--- config.mk ---
export PLATFORM = sky130hd
export DESIGN_NAME = pcs_rx_decoder
export DESIGN_NICKNAME = d
export VERILOG_FILES = /design/src/rtl/pcs_rx_decoder.sv
export SDC_FILE = /design/constraint.sdc
export NUM_CORES = 1
export LEC_CHECK = 0
export CORE_AREA = 2 2 221 223
export CTS_CLUSTER_SIZE = 25
export DETAILED_ROUTE_END_ITERATION = 6
export DIE_AREA = 0 0 223 225
export GPL_ROUTABILITY_DRIVEN = 0
export GPL_TIMING_DRIVEN = 1
export PLACE_DENSITY = 0.68
export SLEW_MARGIN = 20
export SYNTH_ARGS = -nofsm -noshare
export SYNTH_HDL_FRONTEND = slang
export SYNTH_SLANG_ARGS = --single-unit
--- constraint.sdc ---
create_clock -name core_clk -period 16.8 [get_ports core_clk]
set_input_delay 3.36 -clock core_clk [delete_from_list [all_inputs] [get_ports core_clk]]
set_output_delay 3.36 -clock core_clk [all_outputs]
set_load 0.005 [all_outputs]
--- src/rtl/pcs_rx_decoder.sv ---
// 40GBASE-R receive 64b/66b decoder: four 66-bit blocks per core_clk in, one registered
// 256-bit XLGMII data/control word out, with per-block frame sequencing and /E/ counting.
module pcs_rx_decoder #(
  parameter int ERR_CNT_W = 16
) (
  input  logic                 core_clk,
  input  logic                 core_reset,
  input  logic                 rx_locked,
  input  logic                 rx_block_valid,
  input  logic                 rx_marker,
  input  logic [263:0]         rx_block,
  output logic [255:0]         rx_data,
  output logic [31:0]          rx_ctrl,
  output logic                 rx_valid,
  output logic                 rx_err_block,
  output logic [ERR_CNT_W-1:0] rx_err_count,
  input  logic                 rx_err_clear
);

  typedef enum logic [1:0] {ST_INIT, ST_C, ST_D, ST_E} state_e;
  typedef enum logic [2:0] {CL_C, CL_S, CL_T, CL_D, CL_E} class_e;

  typedef struct packed {
    logic [63:0] data;
    logic [7:0]  ctrl;
    class_e      cls;
  } lane_dec_t;

  localparam logic [63:0] ERR_LANE = {8{8'hFE}};

  function automatic lane_dec_t decode_block(input logic [65:0] b);
    lane_dec_t r;
    int        n;
    r.data = ERR_LANE;
    r.ctrl = 8'hFF;
    r.cls  = CL_E;
    n      = -1;
    if (b[1:0] == 2'b10) begin
      r.data = b[65:2];
      r.ctrl = 8'h00;
      r.cls  = CL_D;
    end else if (b[1:0] == 2'b01) begin
      case (b[9:2])
        8'h1E: if (b[65:10] == '0) begin
          r.data = {8{8'h07}};
          r.cls  = CL_C;
        end
        8'h78: begin
          r.data = {b[65:10], 8'hFB};
          r.ctrl = 8'h01;
          r.cls  = CL_S;
        end
        8'h4B: begin
          r.data = {{4{8'h07}}, b[33:10], 8'h9C};
          r.ctrl = 8'hF1;
          r.cls  = CL_C;
        end
        8'h87: n = 0;
        8'h99: n = 1;
        8'hAA: n = 2;
        8'hB4: n = 3;
        8'hCC: n = 4;
        8'hD2: n = 5;
        8'hE1: n = 6;
        8'hFF: n = 7;
        default: ;
      endcase
      // Terminate: n payload bytes, then /T/, then idles fill the block.
      if (n >= 0) begin
        r.cls = CL_T;
        for (int k = 0; k < 8; k++) begin
          if (k < n) begin
            r.data[8*k +: 8] = b[10+8*k +: 8];
            r.ctrl[k]        = 1'b0;
          end else begin
            r.data[8*k +: 8] = (k == n) ? 8'hFD : 8'h07;
            r.ctrl[k]        = 1'b1;
          end
        end
      end
    end
    return r;
  endfunction

  function automatic state_e next_st(input state_e s, input class_e c);
    state_e ns;
    case (s)
      ST_C:    ns = (c == CL_C) ? ST_C : (c == CL_S) ? ST_D : ST_E;
      ST_D:    ns = (c == CL_D) ? ST_D : (c == CL_T) ? ST_C : ST_E;
      ST_E:    ns = (c == CL_C) ? ST_C : (c == CL_S) ? ST_D : ST_E;
      default: ns = (c == CL_C) ? ST_C : (c == CL_S) ? ST_D : ST_INIT;
    endcase
    return ns;
  endfunction

  state_e                state, state_next;
  state_e                lane_st [0:4];
  lane_dec_t             dec     [0:3];
  logic [3:0]            lane_err;
  logic [255:0]          word_data;
  logic [31:0]           word_ctrl;
  logic [2:0]            err_n;
  logic [ERR_CNT_W:0]    err_sum;
  logic                  accept;

  assign accept = rx_locked & rx_block_valid & ~rx_marker;

  // State register.
  always_ff @(posedge core_clk or posedge core_reset) begin
    if (core_reset) state <= ST_INIT;
    // NOTE: state is updated with <= so every reader in this edge sees the old value.
    else            state <= state_next;
  end

  // Next state: lanes chained in time order within one cycle.
  always_comb begin
    // NOTE: every output gets a default first so no path leaves it unassigned (no latch).
    lane_st[0] = state;
    lane_err   = '0;
    for (int i = 0; i < 4; i++) begin
      dec[i]         = decode_block(rx_block[66*i +: 66]);
      lane_st[i+1]   = next_st(lane_st[i], dec[i].cls);
      lane_err[i]    = (lane_st[i+1] == ST_E) || (lane_st[i+1] == ST_INIT);
    end
    state_next = state;
    if (!rx_locked)  state_next = ST_INIT;
    else if (accept) state_next = lane_st[4];
  end

  // Output word: lanes that broke sequencing are replaced by /E/.
  always_comb begin
    word_data = '0;
    word_ctrl = '0;
    err_n     = '0;
    for (int i = 0; i < 4; i++) begin
      word_data[64*i +: 64] = lane_err[i] ? ERR_LANE : dec[i].data;
      word_ctrl[8*i +: 8]   = lane_err[i] ? 8'hFF    : dec[i].ctrl;
      err_n                 = err_n + {2'b00, lane_err[i]};
    end
    err_sum = {1'b0, rx_err_count} + {{(ERR_CNT_W-2){1'b0}}, err_n};
  end

  always_ff @(posedge core_clk or posedge core_reset) begin
    if (core_reset) begin
      rx_data      <= {32{8'h07}};
      rx_ctrl      <= '1;
      rx_valid     <= 1'b0;
      rx_err_block <= 1'b0;
      rx_err_count <= '0;
    end else begin
      rx_valid <= accept;
      if (accept) begin
        rx_data      <= word_data;
        rx_ctrl      <= word_ctrl;
        rx_err_block <= |lane_err;
      end
      if (rx_err_clear)         rx_err_count <= '0;
      else if (accept)          rx_err_count <= err_sum[ERR_CNT_W] ? '1 : err_sum[ERR_CNT_W-1:0];
    end
  end

endmodule

# [Word-level counts from Yosys, hierarchy flattened]
# Index checks and enable logic that the tools add are counted.
# Widths: inputs -> output; s select.
[word_totals] reg_bits=308 inputBits=270 out_inout_bits=306 word_cells=362
[op_classes] n_addsub=4 magnitude_cmp=36 n_eq_ne=106 muxes=181 n_bitwise=3 n_reduce_logical=26
[ops] operator="$pmux 32 s8" n=4
[ops] operator="$mux 75" n=12
[ops] operator="$pmux 64 s3" n=4
[ops] operator="$mux 8" n=68
[ops] operator="$eq 4x32->1 const A" n=16
[ops] operator="$lt 4x32->1 const A" n=16
[ops] operator="$mux 64" n=8
[ops] operator="$eq 3x32->1 const A" n=8
[ops] operator="$eq 8x8->1 const B" n=32
[ops] operator="$lt 3x32->1 const A" n=8
[ops] operator="$mux 32" n=8
[ops] operator="$logic_not 56->1" n=4
[ops] operator="$eq 2x32->1 const A" n=4
[ops] operator="$ge 32x1->1 const B" n=4
[ops] operator="$logic_not 32->1" n=4
[ops] operator="$lt 1x32->1 const A" n=4
[ops] operator="$lt 2x32->1 const A" n=4
[ops] operator="$eq 8x7->1 const B" n=8
[ops] operator="$pmux 8 s2" n=4
[ops] operator="$mux 16" n=3
[ops] operator="$mux 2" n=22
[ops] operator="$mux 1" n=36
[ops] operator="$pmux 3 s3" n=4
[ops] operator="$eq 8x5->1 const B" n=4
[ops] operator="19 further kinds" n=67

# [Longest topological paths before layout]
[logic_depth] ltp_word=30 ltp_mapped=39 depth_no_buf=35

# [Worst setup path before layout]
# Ideal clock, no wire load.
[synth_path] kind="input to register" from="input rx_block[3]" to="register rx_err_count[10]" setup_time_ns=0.094 arrival_time_ns=9.939 t_required_ns=16.706 setup_slack_ns=6.768 cell_stages=37 path_buffers=6 path_cell_list="clkbuf_1 or4bb_1 a21oi_1 or3b_1 buf_2 o21ai_1 a21oi_1 o21a_1 ha_1 inv_1 nand3_1 o21ai_1 a21oi_2 ha_1 nand2b_1 nand2_1 o211ai_1 o21a_1 ha_1 clkbuf_1 nor2b_1 a32oi_1 and3_1 mux2i_1 buf_4 buf_4 and2_1 fa_1 inv_1 fa_1 and3_1 and3_1 and3_1 nand4_1 or2_2 clkbuf_1 a211oi_1"
[synth_via] elab_chain_cells=28 word_cells_on_any_way=61 cone_classes="add/sub (4); order compare (1); eq/ne (24); mux (20); reduce/logical (12)"
[synth_rtl] item="from (decl)" line_no="11" text="input logic [263:0] rx_block,"
[synth_rtl] item="$eq 8x8->1" line_no="43" text="case (b[9:2])"
[synth_rtl] item="$pmux 32 s8" line_no="43"
[synth_rtl] item="$mux 32" line_no="42" text="end else if (b[1:0] == 2'b01) begin"
[synth_rtl] item="$mux 32" line_no="38" text="if (b[1:0] == 2'b10) begin"
[synth_rtl] item="$ge 32x1->1" line_no="69" text="if (n >= 0) begin"
[synth_rtl] item="$mux 75 *" line_no="69"
[synth_rtl] item="$mux 75 *" line_no="42"
[synth_rtl] item="$mux 75 *" line_no="38"
[synth_rtl] item="[11 not listed]"
[synth_rtl] item="$reduce_or 2->1 (no line)"
[synth_rtl] item="$pmux 2 s2" line_no="87" text="case (s)"
[synth_rtl] item="$eq 2x2->1 / $logic_not 2->1 (equally long branches)" line_no="123" text="lane_err[i] = (lane_st[i+1] == ST_E) || (lane_st[i+1] == ST_INIT);"
[synth_rtl] item="$logic_or 1x1->1" line_no="123"
[synth_rtl] item="$add 3x1->3 *" line_no="138" text="err_n = err_n + {2'b00, lane_err[i]};"
[synth_rtl] item="$add 16x3->17 *" line_no="140" text="err_sum = {1'b0, rx_err_count} + {{(ERR_CNT_W-2){1'b0}}, err_n};"
[synth_rtl] item="$mux 16 * (2 in series)" line_no="158" text="else if (accept) rx_err_count <= err_sum[ERR_CNT_W] ? '1 : err_sum[ERR_CNT_W-1:0];"
[synth_rtl] item="$mux 16 *" line_no="157" text="if (rx_err_clear) rx_err_count <= '0;"
[synth_rtl] item="to (signal assigned)" line_no="158"
[synth_rtl] item="to (decl)" line_no="16" text="output logic [ERR_CNT_W-1:0] rx_err_count,"
# Every way passes the cells marked *; elsewhere a longest branch is shown, timed or not. The select of a mux whose other input is x is not followed.
# A chain may end at the register's enable or synchronous reset.

# [Worst setup path after layout]
[layout_path] from="input rx_block[9]" to="register rx_err_count[0]"
# The elaborated chain is that of the path after synthesis.

==> metrics.txt <==
Die X=223 um; Max Clk Rate=82.7 MHz; vias in the first global route=21700; IO Port Bufs=575; post-CTS sizing=0; Routed WL=87400 um; Finished Layout Cells=3576; slowest CP cell=nor4_1; Crit Path Max Fanout=74; maximum clock path buffer count=3; met2 GRT Util=53.4%; path type of the worst min-delay path=reg2reg; post-route setup TNS=0 ps; Syn Nets=2765; post-synthesis sequential area ratio=39.8%; M3 GR Usage=6.88%; Post-synth EDFFs=0; critical path's largest stage delay=720 ps; first-pass GRT wire length=132000 um; Pins Over Slew Limit=0; Critical Path Sink Type=flop; Leak Pwr=0.00936 uW; share of cells above drive strength 1=8.59%; worst slew pin tran=1130 ps; clock skew=14.7 ps; Site Rows=80; R2R Path End=rx_err_count[0]; power per cell area=69.7 nW/um^2; Clock Latency Late Sink=560 ps; Min-Delay Startpoint=rx_data[176]; unrepaired setup endpoints after global routing=false; TritonCTS clock tree=done; placed cells=3505; post-synth cell types=83; crit-path most repeated cell=and3_1; critical path startpoint category=input pin; DRT antenna net count=0; HPWL Detailed=64200 um; largest net degree at the start of global routing=183; status=finished, violations left; Synth top cells by count=nor2_1 (385), nand2_1 (251), a21oi_1 (225), o21ai_0 (189), dfrtp_1 (180); grt met1 use=43.5%; Root Buffer=clkbuf_16; clock slew seen by the registers of the worst setup and hold paths=60 ps; vias post-DR=22900; crit path kind=in2reg; top_reg_cell synth=dfrtp_1; Synth area leaders=dfrtp_1 (23%), dfstp_2 (17%), nor2_1 (7.3%); worst setup path start=rx_block[9]; failing checks=design-rule violations; DIE HEIGHT=225 um; DRC Markers=16; Most Crowded Layer GR=met2; ys async rst share=100%; leading area contributor after synthesis=dfrtp_1; CORE AREA=47500 sq um; grt ovf=0; fillcell total=4334; maximum vdd drop=0.0731 mV; Starting Density=41.6%; CTS sink count=308; synthesized cell area=19800 sq um; Final min period=12100 ps; DRC violation total after the first TritonRoute iteration=3043; Layout Area Growth over Synthesis=36.9%; Vias/cell=6.42; Post-CTS Hold Fix Bufs=0; final core utilization=57.0%; Post-Syn Instances=2485; Max-Cap Viols=0; Top Ports=576; Worst Reg-to-Reg Cells=27; WL/cell=24.4 um; die area=50200 sq um; crit share post-route=72.0%; number of synthesized register bits=308; initial antenna violation count=3; Syn Area/Cell=7.96 sq um; Num CTS Buffers=37; post-CTS setup buffers=0; Worst Setup EP=rx_err_count[0]; Worst EP required=17260 ps; most frequent cell after synthesis=nor2_1; DRT Pass-1 Iters=7; Max-slew headroom=24.7%; fin nets=3209; RR Startpoint=state[1]; Setup violations, final=0; gr usage total=33.5%; CTS H-tree lvls=2; Final Hold Fails=0; yosys warns=0; Yosys top cell area share=22.8%; Worst Path Arrival=12550 ps; r2r setup slk=9520 ps
-- final cells by class --
| class | instances | area (sq um) | share of cell area, % |
|---|---|---|---|
| Antenna cell | 3 | 7.51 | 0.0277 |
| Clock buffer | 57 | 1140 | 4.22 |
| Clock inverter | 11 | 136 | 0.503 |
| Inverter | 26 | 113 | 0.416 |
| Multi-Input combinational cell | 1954 | 11100 | 41.0 |
| Sequential cell | 308 | 7870 | 29.0 |
| Tap cell | 615 | 769 | 2.84 |
| Timing Repair Buffer | 602 | 5960 | 22.0 |
-- power by group --
group          internal (uW)  leakage (uW)  total (uW)  switching, uW
Clock                    516      0.000632         856            340
Sequential               756       0.00304         762           6.27
Combinational            111       0.00569         271            160
Total                   1380       0.00936        1890            506
-- sequential cells by signal (all words and copies together), names as in the netlist --
| register | cells |
|---|---|
| rx_data | 256 |
| rx_ctrl | 32 |
| rx_err_count | 16 |
| state | 2 |
| rx_err_block | 1 |
| rx_valid | 1 |
-- worst max-delay path: cells and delay by family --
kind / cells / cell delay [ps]
and+or+nand+nor: 14 / 3780
AOI/OAI and AO/OA: 9 / 2580
adders and majority gates: 5 / 1540
buffers and inverters: 4 / 1190
muxes: 1 / 80
-- per-stage QoR --
| stage | cell area (sq um) | setup slack, ps | total power, uW | hold WS (ps) |
|---|---|---|---|---|
| 5_1_grt | 27100 | 4060 | 1950 | 479 |
| 3_5_place_dp | 25800 | 4420 | 1040 | 455 |
| 6_report | 27100 | 4700 | 1890 | 459 |
| 4_1_cts | 27100 | 4980 | 1890 | 464 |
| 2_1_floorplan | 19800 | 5140 | 881 | 448 |
| 3_3_place_gp | 25800 | 4880 | 1030 | 452 |
-- cells in the final DEF (no fill, tap or decap), types with 41 or more instances in the layout --
cell type and n:
a21oi_1 225, a31oi_1 67, a41oi_1 46, and2_1 41, clkdlybuf4s50_1 575, dfrtp_1 180, dfstp_2 128, nand2_1 251
nand2b_1 41, nand3_1 54, nor2_1 382, nor4_1 86, o21ai_0 189, o22ai_1 53
-- worst min path at each step --
stage / end / slack (ps) / depth (start not counted)
final: rx_data[176] / 460 / 2
after global routing: rx_data[144] / 480 / 2
after CTS: rx_data[176] / 460 / 2
after detailed placement: rx_data[176] / 460 / 2
after global placement: rx_ctrl[21] / 450 / 2
after floorplan: rx_ctrl[21] / 450 / 2
-- per-layer routing --
layer | share of wire, % | vias up
li1 | - | 10200
met1 | 39 | 10900
met2 | 46 | 1520
met3 | 9.9 | 322
met4 | 5.5 | 2
met5 | 0.015 | -
-- logic make-up after synthesis --
family,count (synthesis),share of synthesized area [%]
simple gates,1048,25.7
compound gates,891,29.0
flops,308,39.8
buf+inv,223,4.47
fa+ha+maj,10,0.746
mux,5,0.253
(Power assumes the default switching activity.)
==> RTL change, RTL diff (config.mk and constraints unchanged) <==
Put one more register stage on the output `rx_ctrl`, with the module's reset. The value now appears one clock later. The other outputs are not delayed to match.
--- a/src/rtl/pcs_rx_decoder.sv
+++ b/src/rtl/pcs_rx_decoder.sv
@@ -27,6 +27,8 @@
   } lane_dec_t;
 
   localparam logic [63:0] ERR_LANE = {8{8'hFE}};
+
+  logic [31:0] rx_ctrl_s0;
 
   function automatic lane_dec_t decode_block(input logic [65:0] b);
     lane_dec_t r;
@@ -143,7 +145,7 @@
   always_ff @(posedge core_clk or posedge core_reset) begin
     if (core_reset) begin
       rx_data      <= {32{8'h07}};
-      rx_ctrl      <= '1;
+      rx_ctrl_s0   <= '1;
       rx_valid     <= 1'b0;
       rx_err_block <= 1'b0;
       rx_err_count <= '0;
@@ -151,7 +153,7 @@
       rx_valid <= accept;
       if (accept) begin
         rx_data      <= word_data;
-        rx_ctrl      <= word_ctrl;
+        rx_ctrl_s0   <= word_ctrl;
         rx_err_block <= |lane_err;
       end
       if (rx_err_clear)         rx_err_count <= '0;
@@ -159,5 +161,13 @@
     end
   end
 
+  always_ff @(posedge core_clk or posedge core_reset) begin
+    if (core_reset) begin
+      rx_ctrl <= '0;
+    end else begin
+      rx_ctrl <= rx_ctrl_s0;
+    end
+  end
+
 endmodule
 
Function: not settled (the Yosys comparison gave no result); the edit may change what the design does.
==> RTL change against the original RTL <==
- clock skew grew 0.0045 ns
- largest power group unchanged
- cell area is 2.9% higher
- worst setup slack got worse by 0.79 ns
- cell count down 4.0%
- wire length is 3.4% lower
- critical endpoint is now rx_err_count[5]
- sequential cell count grew 32
- power increased by 9.3%
- synthesized area is 3.5% higher
- non-clock buffer count grew 1
==> RTL change: results (changes against the original RTL) <==
* Result of the run: complete, no violations
* Routed metal-1 wire length at 33.5 mm (-1.3%)
* Worst R2R Path Depth at 30 (+11%)
* Gate count after technology mapping at 2319 (-6.7%)
* Global-route track usage on met1 at 42.5% (-0.96 points)
* Power attributed to sequential cells at 0.000856 W (+12%)
* Placed inst area at 26500 sq um (+2.8%)
* Dpl hpwl at 61.8 mm (-3.8%)
* Routed length on met3 at 8.76 mm (+1.2%)
* Cell internal power dissipation at 0.00152 W (+9.8%)
* Antenna violations before repair at 1 (-2)
* Inserted Diodes at 0 (-3)
* Distinct cells, synth at 87 (+4.8%)
* Largest stage delay on the critical path at 0.76 ns (+0.04 ns)
* Terminus of the critical flop-to-flop path: rx_err_count[5]
* Total clock buffers created by CTS at 38 (+2.7%)
* Amount of wire on met2 after detailed routing at 39.0 mm (-2.2%)
* Power Clock at 0.000905 W (+5.7%)
* Vias after detailed routing at 22000 (-4.0%)
* Initial DRC Count at 2581 (-15%)
* Hold wc startpoint: rx_ctrl_s0[24]
* Area added between synthesis and finish at 36.2%
* Number of nets in the finished design at 3069 (-4.4%)
* Critical Path AT at 13.35 ns (+0.80 ns)
* Critical path's slowest cell: sky130_fd_sc_hd__or4_1
* Global-route wire length before repair at 127 mm (-3.4%)
* Most instantiated cells after synthesis: sky130_fd_sc_hd__nor2_1, sky130_fd_sc_hd__a21oi_1, sky130_fd_sc_hd__nand2_1
* Leading post-synthesis cells by cell area: sky130_fd_sc_hd__dfrtp_1, sky130_fd_sc_hd__dfstp_2, sky130_fd_sc_hd__a21oi_1
* Largest fanout of any net on the critical path at 28 (-62%)
* Wire per inst at 24.6 um (+0.67%)
* Total wire length after detailed routing at 84.4 mm (-3.4%)
* Final Skew at 0.0192 ns (+0.00455 ns)
* GR Util met3 at 7.84% (+0.95 points)
* Placed cell count at 3364 (-4.0%)
* Fraction of layout cells with a size suffix above 1 at 11.0% (+2.4 points)
* Pre-CTS worst setup slack at 3.50 ns (-0.915 ns)
==> RTL change: cell types whose count changed after synthesis, moves of 26 or more <==
cell,before,now
sky130_fd_sc_hd__a31oi_4,0,50
sky130_fd_sc_hd__nand2_1,251,216
sky130_fd_sc_hd__o22ai_1,53,84
sky130_fd_sc_hd__a41oi_1,46,3
sky130_fd_sc_hd__o21ai_1,37,11
sky130_fd_sc_hd__nor2_1,385,292
sky130_fd_sc_hd__dfrtp_1,180,212
sky130_fd_sc_hd__a22oi_1,10,38
sky130_fd_sc_hd__a21oi_1,225,282
==> RTL change: how the worst max path moves through the flow <==
stage                      from              end  slack [ns]  cells after the start
floorplan            core_reset       rx_ctrl[0]        4.23                      1
CTS                 rx_block[5]  rx_err_count[5]        4.09                     35
finish              rx_block[5]  rx_err_count[5]        3.91                     35
global placement    rx_block[6]  rx_err_count[5]        4.17                     36
global route        rx_block[3]  rx_err_count[5]        3.24                     36
detailed placement  rx_block[4]  rx_err_count[5]        3.50                     35
==> RTL change: cells by family after synthesis <==
family / count (synthesis) / share of synthesized area [%]
xor+xnor: 1 / 0.134
mux: 2 / 0.104
flops: 340 / 42.3
compound gates: 926 / 32.1
buf+inv: 206 / 4.29
fa+ha+maj: 10 / 0.721
simple gates: 834 / 20.3
==> RTL change: layout make-up <==
class	count	share of cell area, %
inverter	33	0.507
timing repair buffer	603	21.5
sequential	340	31.1
tap	615	2.76
clock buffer	54	4.21
multi-input combinational	1773	39.3
clock inverter	15	0.655
==> RTL change: worst max-delay path: cells and delay by family <==
kind | cells | cell delay, ns
simple gates | 8 | 3.16
xor+xnor | 1 | 0.37
buf+inv | 6 | 1.55
compound gates | 15 | 3.25
fa+ha+maj | 5 | 1.65
